===== config.mk =====
export PLATFORM = sky130hd
export DESIGN_NAME = etc_tile_sched
export DESIGN_NICKNAME = d
export VERILOG_FILES = /design/src/rtl/etc_tile_sched.sv
export SDC_FILE = /design/constraint.sdc
export NUM_CORES = 2
export LEC_CHECK = 0
export CAP_MARGIN = 20
export CORE_AREA = 2 2 598 600
export DETAILED_ROUTE_END_ITERATION = 8
export DIE_AREA = 0 0 600 602
export GPL_TIMING_DRIVEN = 0
export SETUP_SLACK_MARGIN = 0.05
export SYNTH_ARGS = -nofsm -noshare
export SYNTH_HDL_FRONTEND = slang
export SYNTH_SLANG_ARGS = --single-unit

===== constraint.sdc =====
create_clock -name clk -period 8.05 [get_ports clk]
set_clock_uncertainty 0.1 [all_clocks]
set_input_delay 1.2075 -clock clk [delete_from_list [all_inputs] [get_ports clk]]
set_output_delay 1.2075 -clock clk [all_outputs]
set_load 0.05 [all_outputs]

===== src/rtl/etc_tile_sched.sv =====
// Job scheduler for the extended tensor core: streams K operand tile pairs into
// the core, tracks its two-cycle result latency and folds products into a 4x4 accumulator.
module etc_tile_sched #(
  parameter int W  = 16,
  parameter int KW = 4
) (
  input  logic                      clk,
  input  logic                      rst_n,
  input  logic                      start_valid,
  output logic                      start_ready,
  input  logic [1:0]                start_op,
  input  logic [KW-1:0]             start_k,
  input  logic                      tile_valid,
  output logic                      tile_ready,
  input  logic [3:0][3:0][W-1:0]    tile_a,
  input  logic [3:0][3:0][W-1:0]    tile_b,
  output logic [1:0]                etc_op,
  output logic [3:0][3:0][W-1:0]    etc_in_a,
  output logic [3:0][3:0][W-1:0]    etc_in_b,
  input  logic [3:0][3:0][W-1:0]    etc_out,
  output logic                      res_valid,
  input  logic                      res_ready,
  output logic [3:0][3:0][W-1:0]    res_data,
  output logic                      busy,
  output logic [1:0]                o_dbg_state
);

  // Handshakes: a transfer happens on a rising edge where valid && ready are both high;
  // ready never depends on valid, and the producer holds data stable while valid && !ready.
  typedef enum logic [1:0] {
    S_IDLE = 2'd0,
    S_RUN  = 2'd1,
    S_DONE = 2'd2
  } state_t;

  state_t                   r_state;
  logic [1:0]               r_op;
  logic [KW-1:0]            r_k;
  logic [KW-1:0]            r_issued;
  logic [KW-1:0]            r_returned;
  logic [1:0]               r_vpipe;
  logic [3:0][3:0][W-1:0]   r_acc;

  logic                     w_start_hs;
  logic                     w_tile_hs;
  logic                     w_res_hs;
  logic                     w_capture;
  logic [KW-1:0]            w_returned_inc;
  logic [3:0][3:0][W-1:0]   w_acc_next;

  assign start_ready    = (r_state == S_IDLE);
  assign tile_ready     = (r_state == S_RUN) && (r_issued < r_k);
  assign res_valid      = (r_state == S_DONE);
  assign busy           = (r_state != S_IDLE);
  assign etc_op         = r_op;
  assign etc_in_a       = tile_a;
  assign etc_in_b       = tile_b;
  assign res_data       = r_acc;
  assign o_dbg_state    = r_state;

  assign w_start_hs     = start_valid && start_ready;
  assign w_tile_hs      = tile_valid && tile_ready;
  assign w_res_hs       = res_valid && res_ready;
  // vpipe[1] marks the cycle in which the core output belongs to an accepted tile.
  assign w_capture      = r_vpipe[1] && (r_state == S_RUN);
  assign w_returned_inc = r_returned + 1'b1;

  always_comb begin
    w_acc_next = r_acc;
    for (int i = 0; i < 4; i++) begin
      for (int j = 0; j < 4; j++) begin
        if (r_returned == '0) begin
          w_acc_next[i][j] = etc_out[i][j];
        end else if (r_op == 2'd0) begin
          w_acc_next[i][j] = r_acc[i][j] + etc_out[i][j];
        end else begin
          w_acc_next[i][j] = (etc_out[i][j] > r_acc[i][j]) ? etc_out[i][j] : r_acc[i][j];
        end
      end
    end
  end

  always_ff @(posedge clk or negedge rst_n) begin
    if (!rst_n) begin
      r_state    <= S_IDLE;
      r_op       <= '0;
      r_k        <= '0;
      r_issued   <= '0;
      r_returned <= '0;
      r_vpipe    <= '0;
      r_acc      <= '0;
    end else begin
      r_vpipe <= {r_vpipe[0], w_tile_hs};
      case (r_state)
        S_IDLE: begin
          if (w_start_hs) begin
            r_op       <= start_op;
            r_k        <= start_k;
            r_issued   <= '0;
            r_returned <= '0;
            r_acc      <= '0;
            r_state    <= (start_k == '0) ? S_DONE : S_RUN;
          end
        end
        S_RUN: begin
          if (w_tile_hs) begin
            r_issued <= r_issued + 1'b1;
          end
          if (w_capture) begin
            r_acc      <= w_acc_next;
            r_returned <= w_returned_inc;
            if (w_returned_inc == r_k) begin
              r_state <= S_DONE;
            end
          end
        end
        S_DONE: begin
          if (w_res_hs) begin
            r_state <= S_IDLE;
          end
        end
        default: r_state <= S_IDLE;
      endcase
    end
  end

endmodule


After elaboration in Yosys (flattened, before gate mapping)

Index checks and enable logic that the tools add are counted.

Bits in registers: 274
Bits of input ports: 779
Output and inout bits: 776
Logic and storage cells: 174

Add/subtract/negate cells: 18
Order comparisons: 17
Equality and inequality tests: 24
Mux-type cells: 62
Reductions and logical operators: 31

Operator list:

| kind                                                                    | count |
|---|---|
| 16-bit 2-to-1 mux                                                       | 48 |
| 256-bit 2-to-1 mux                                                      | 2 |
| 256-bit one-hot mux with 2 select lines                                 | 1 |
| 16-bit adder                                                            | 16 |
| 16-bit > comparator                                                     | 16 |
| 4-bit AND reduction                                                     | 17 |
| 4-bit by 1-bit inequality test with 1-bit output, second input constant | 16 |
| 4-bit one-hot mux with 2 select lines                                   | 2 |
| 4-bit 2-to-1 mux                                                        | 3 |
| 2-bit 2-to-1 mux                                                        | 5 |
| 4-bit by 1-bit adder with 4-bit output, second input constant           | 2 |
| 4-bit zero test                                                         | 2 |
| 2-bit by 1-bit inequality test with 1-bit output, second input constant | 3 |
| 2-bit one-hot mux with 3 select lines                                   | 1 |
| 3-bit AND reduction                                                     | 2 |
| 1-bit logical AND                                                       | 5 |
| 4-bit equality test                                                     | 1 |
| 2-bit zero test                                                         | 2 |
| 4-bit < comparator                                                      | 1 |
| 2-bit inequality test, second input constant                            | 2 |
| 2-bit nonzero test                                                      | 2 |
| 2-bit by 1-bit equality test with 1-bit output, second input constant   | 1 |
| 2-bit equality test, second input constant                              | 1 |
| 2-bit AND reduction                                                     | 1 |

Longest topological paths before layout

Depth after elaboration: 6
Mapped depth: 13
Mapped depth without buffers: 12

Least setup slack after synthesis

No wires, ideal clock.

Path type: input to register
From: in etc_out[7] (netlist name)
To: reg r_acc, in the netlist res_data[14]
Library setup time: 0.121 ns
Data arrival time: 3.380 ns
Data required time: 7.829 ns
Setup slack: 4.449 ns
Stages: 10
Path buffers: 1
Cell sequence: ha_1 buf_6 or4_4 o41ai_2 or4_1 o311ai_1 o311a_1 xnor2_1 o21ai_1 a22o_1

Cells in the longest elaborated chain, start to end: 5
Elaborated cells on any way between the ends: 8
Those cells by class: add/sub (1); order compare (1); eq/ne (1); mux (4); reduce/logical (1)

RTL lines:

| item                                    | line | text |
|---|---|---|
| start: declaration                      | 20   | `input logic [3:0][3:0][W-1:0] etc_out,` |
| 16-bit adder                            | 75   | `w_acc_next[i][j] = r_acc[i][j] + etc_out[i][j];` |
| 16-bit 2-to-1 mux                       | 74   | `end else if (r_op == 2'd0) begin` |
| 16-bit 2-to-1 mux                       | 72   | `if (r_returned == '0) begin` |
| 256-bit 2-to-1 mux                      | 109  | `if (w_capture) begin` |
| 256-bit one-hot mux with 2 select lines | 94   | `case (r_state)` |
| end signal: assignment                  | 110  | `r_acc <= w_acc_next;` |
| end: declaration                        | 42   | `logic [3:0][3:0][W-1:0] r_acc;` |

Several ways; a longest one is shown, not always the timed one. The select of a mux whose other input is x is not followed.
A chain may end at the register's enable or synchronous reset.

Worst setup path after layout

From: reg r_state[0], in the netlist o_dbg_state[0]
To: reg r_acc, in the netlist res_data[61]

Cells in the longest elaborated chain, start to end: 4
Elaborated cells on any way between the ends: 10
Those cells by class: eq/ne (4); mux (1); reduce/logical (5)

RTL lines:

| item                                                                                                       | line       | text |
|---|---|---|
| start: declaration                                                                                         | 36         | `state_t r_state;` |
| start signal: assignment                                                                                   | 102        | `r_state <= (start_k == '0) ? S_DONE : S_RUN;` |
| 2-bit by 1-bit equality test with 1-bit output / 2-bit zero test (equally long branches)                   | 65, 94, 51 |  |
| 1-bit logical AND (on tied branches)                                                                       | 65, 61     |  |
| 2-bit inequality test (no line) / 2-bit by 1-bit inequality test with 1-bit output (equally long branches) | --         |  |
| 4-bit AND reduction (no line)                                                                              | --         |  |

Several ways; a longest one is shown, not always the timed one.

==> impl_metrics.ini <==
[critical_path]
arrival_ns = 5.46
crit_slowest_cell = a21oi_1
path_class = reg -> reg
cp_num_buf_inv = 5
worstPathCellList = nor2b_1, buf_2, and2_1, buf_2, a21oi_1, buf_2, buf_12, a41oi_1, o21ai_1, clkbuf_1, a22oi_1, o21ai_0
cpLargestDelayFamily = buffers and inverters
r2r-start = o_dbg_state[0]
r2r_setup_slack_ns = 3.08
rr_worst_depth = 12
endpoint_kind = register
reg2reg_to = res_data[61]
required_ns = 8.54
max_stage_delay_ns = 0.79
cp-start-kind = register
crit_path_max_fanout = 10
crit_top_cell = buf_2

[routing]
routed_wirelength_mm = 288
wl_per_cell_um = 28.2
via_count = 35800
drt_pass1_iterations = 5
ant_nets = 0
post_drt_via_cell_ratio = 3.50
drt_iter0_drc = 3199
drc = 0

[logic_synthesis]
synthArstFlopShare = 1.00
synthTopCellsByArea = dfrtp_1, ha_1, buf_4
synth_top_area_frac = 0.204
synth.cell_area_sq_um = 33700
postSynthAreaPerCell_sq_um = 7.91
synthCells = 4258
synth_most_common_cell = buf_4
synth_edf_count = 0
synthTopCellsByCount = buf_4, ha_1, inv_1
synth.ff_latch_count = 274
synth_cell_types = 86
yosys.area.top_type = dfrtp_1
synth_ff_type = dfrtp_1
ys_seq_area_frac = 0.204
syn_nets = 5555
yosys_warnings = 0

[sta]
fin_setup_tns_ns = 0
slew_headroom = 0.238
setup_violations = 0
rsz0062_at_grt = false
max_freq_mhz = 201
slew_violations = 0
post-route-worst-setup-slack_ns = 3.08
tightest_slew_ns = 1.14
whs_ns = 0.262
final_hold_viol_count = 0
finalCriticalPeriod_ns = 4.97
min_period_over_period = 0.618

[die]
io_pins = 1555
initial_core_util = 0.0949
die_h_um = 602
fp.dieW_um = 600
rows = 219
die-area_sq_um = 361000
core_area_sq_um = 355000

[min_path]
hold_class = reg -> reg
min_from = r_vpipe[0]
hold_depth = 0
worstHoldEndpoint = r_vpipe[1]

[global_routing]
grt_overflow = 0
grt_pass1_vias = 33800
grt_pass1_wl_mm = 359
antenna_found_initial = 211
grt_max_degree = 99
track_usage = 0.153

[cells_and_area]
final_nets = 6693
post-route-cell-area_sq_um = 52900
drive_gt1_frac = 0.141
final_core_util = 0.149
layoutNonFillerInstCount = 10200
area_delta_synth_final_pct = 57.1

[clocking]
worstSkewPairLatency_ns = 0.70
cts.reportedPaths.clkPinSlew_ns = 0.06
cts_setup_buffers = 0
clock-sinks = 274
post_cts_resized = 0
ctsHoldBuffers = 0
htree_levels = 2
cts_tree = built
cts_root_buffer = clkbuf_16
cts_inserted_buffers = 49
clock_path_buffers = 3

[placed_design]
gp_congestion = 0.980
dp.cells = 10100
pre_cts_ws_ns = 2.92
place_area_sq_um = 51000
place_hpwl_mm = 253
io_buffers = 1042

[pwr]
power.total_mw = 20.6
ir_worst_vdd_mv = 0.238
power.leakage_nw = 22.2
cellPowerDensity_nw_per_um2 = 388

[run]
max_cap_violations = 0

[outcome]
status = complete, no violations
==> cells by family after synthesis <==
kind of cell	count (synthesis)	share of synthesized area
simple gates	975	0.135
compound gates	1147	0.221
mux	27	0.00836
flops	274	0.204
fa+ha+maj	518	0.196
xor+xnor	204	0.0530
buf+inv	1113	0.183
==> layout make-up <==
type                            count  area (sq um)
Buffer                            641          4450
Tap cell                         4751          5940
Clock buffer                       62          1390
Sequential cell                   274          6860
Timing Repair Buffer             1087         11400
Multi-Input combinational cell   2871         20700
Fill cell                       40400        302000
Antenna cell                       32          80.1
Clock inverter                     30           364
Inverter                          472          1770
==> power breakdown <==
| group | switching [mW] | leakage, nW | internal, mW |
|---|---|---|---|
| combinational | 10.3 | 17.9 | 5.12 |
| sequential | 0.737 | 3.49 | 2.00 |
| clock | 0.996 | 0.856 | 1.42 |
==> how the worst max path moves through the flow <==
stage	to	slack, ns	depth (start not counted)	from
4_1_cts	res_data[61]	2.89	12	o_dbg_state[0]
3_5_place_dp	res_data[61]	2.92	12	o_dbg_state[0]
5_1_grt	res_data[61]	2.84	12	o_dbg_state[0]
6_report	res_data[61]	3.08	12	o_dbg_state[0]
2_1_floorplan	res_data[14]	4.45	10	etc_out[7]
3_3_place_gp	res_data[129]	-10.23	1	rst_n
==> layout by cell type, fill, tap and decap left out, types with 31 or more instances in the layout <==
| cell | netlist | final |
|---|---|---|
| a21o_1 | 40 | 40 |
| a21oi_1 | 300 | 300 |
| a22o_1 | 112 | 112 |
| buf_2 | 36 | 40 |
| buf_4 | 515 | 515 |
| clkbuf_1 | 85 | 51 |
| clkbuf_16 | 0 | 50 |
| clkbuf_2 | 0 | 37 |
| clkdlybuf4s50_1 | 0 | 1041 |
| dfrtp_1 | 274 | 274 |
| diode_2 | 0 | 32 |
| ha_1 | 502 | 502 |
| inv_1 | 471 | 471 |
| nand2_1 | 300 | 297 |
| nand2b_1 | 58 | 58 |
| nand4_1 | 50 | 50 |
| nor2_1 | 311 | 311 |
| nor2b_1 | 58 | 58 |
| nor3_1 | 60 | 59 |
| o211ai_1 | 46 | 46 |
| o21ai_0 | 232 | 232 |
| o21ai_1 | 85 | 85 |
| o21bai_1 | 68 | 68 |
| o31ai_1 | 38 | 38 |
| xnor2_1 | 173 | 173 |
| xor2_1 | 31 | 31 |
==> registers in the layout, summed over array words and instances, names as in the netlist <==
name and cells:
res_data 256, r_vpipe 2, r_returned 4, r_k 4
o_dbg_state 2, etc_op 2, r_issued 4
==> routing by layer <==
| metal | vias to the layer above | share of wire | global-route usage |
|---|---|---|---|
| li1 | 16500 | - | - |
| met1 | 17200 | 0.41 | 0.189 |
| met2 | 1707 | 0.47 | 0.255 |
| met3 | 389 | 0.092 | 0.0521 |
| met4 | 34 | 0.027 | 0.0337 |
| met5 | - | 0.00082 | 0 |
Note: power is estimated with default switching activity, not from simulation.
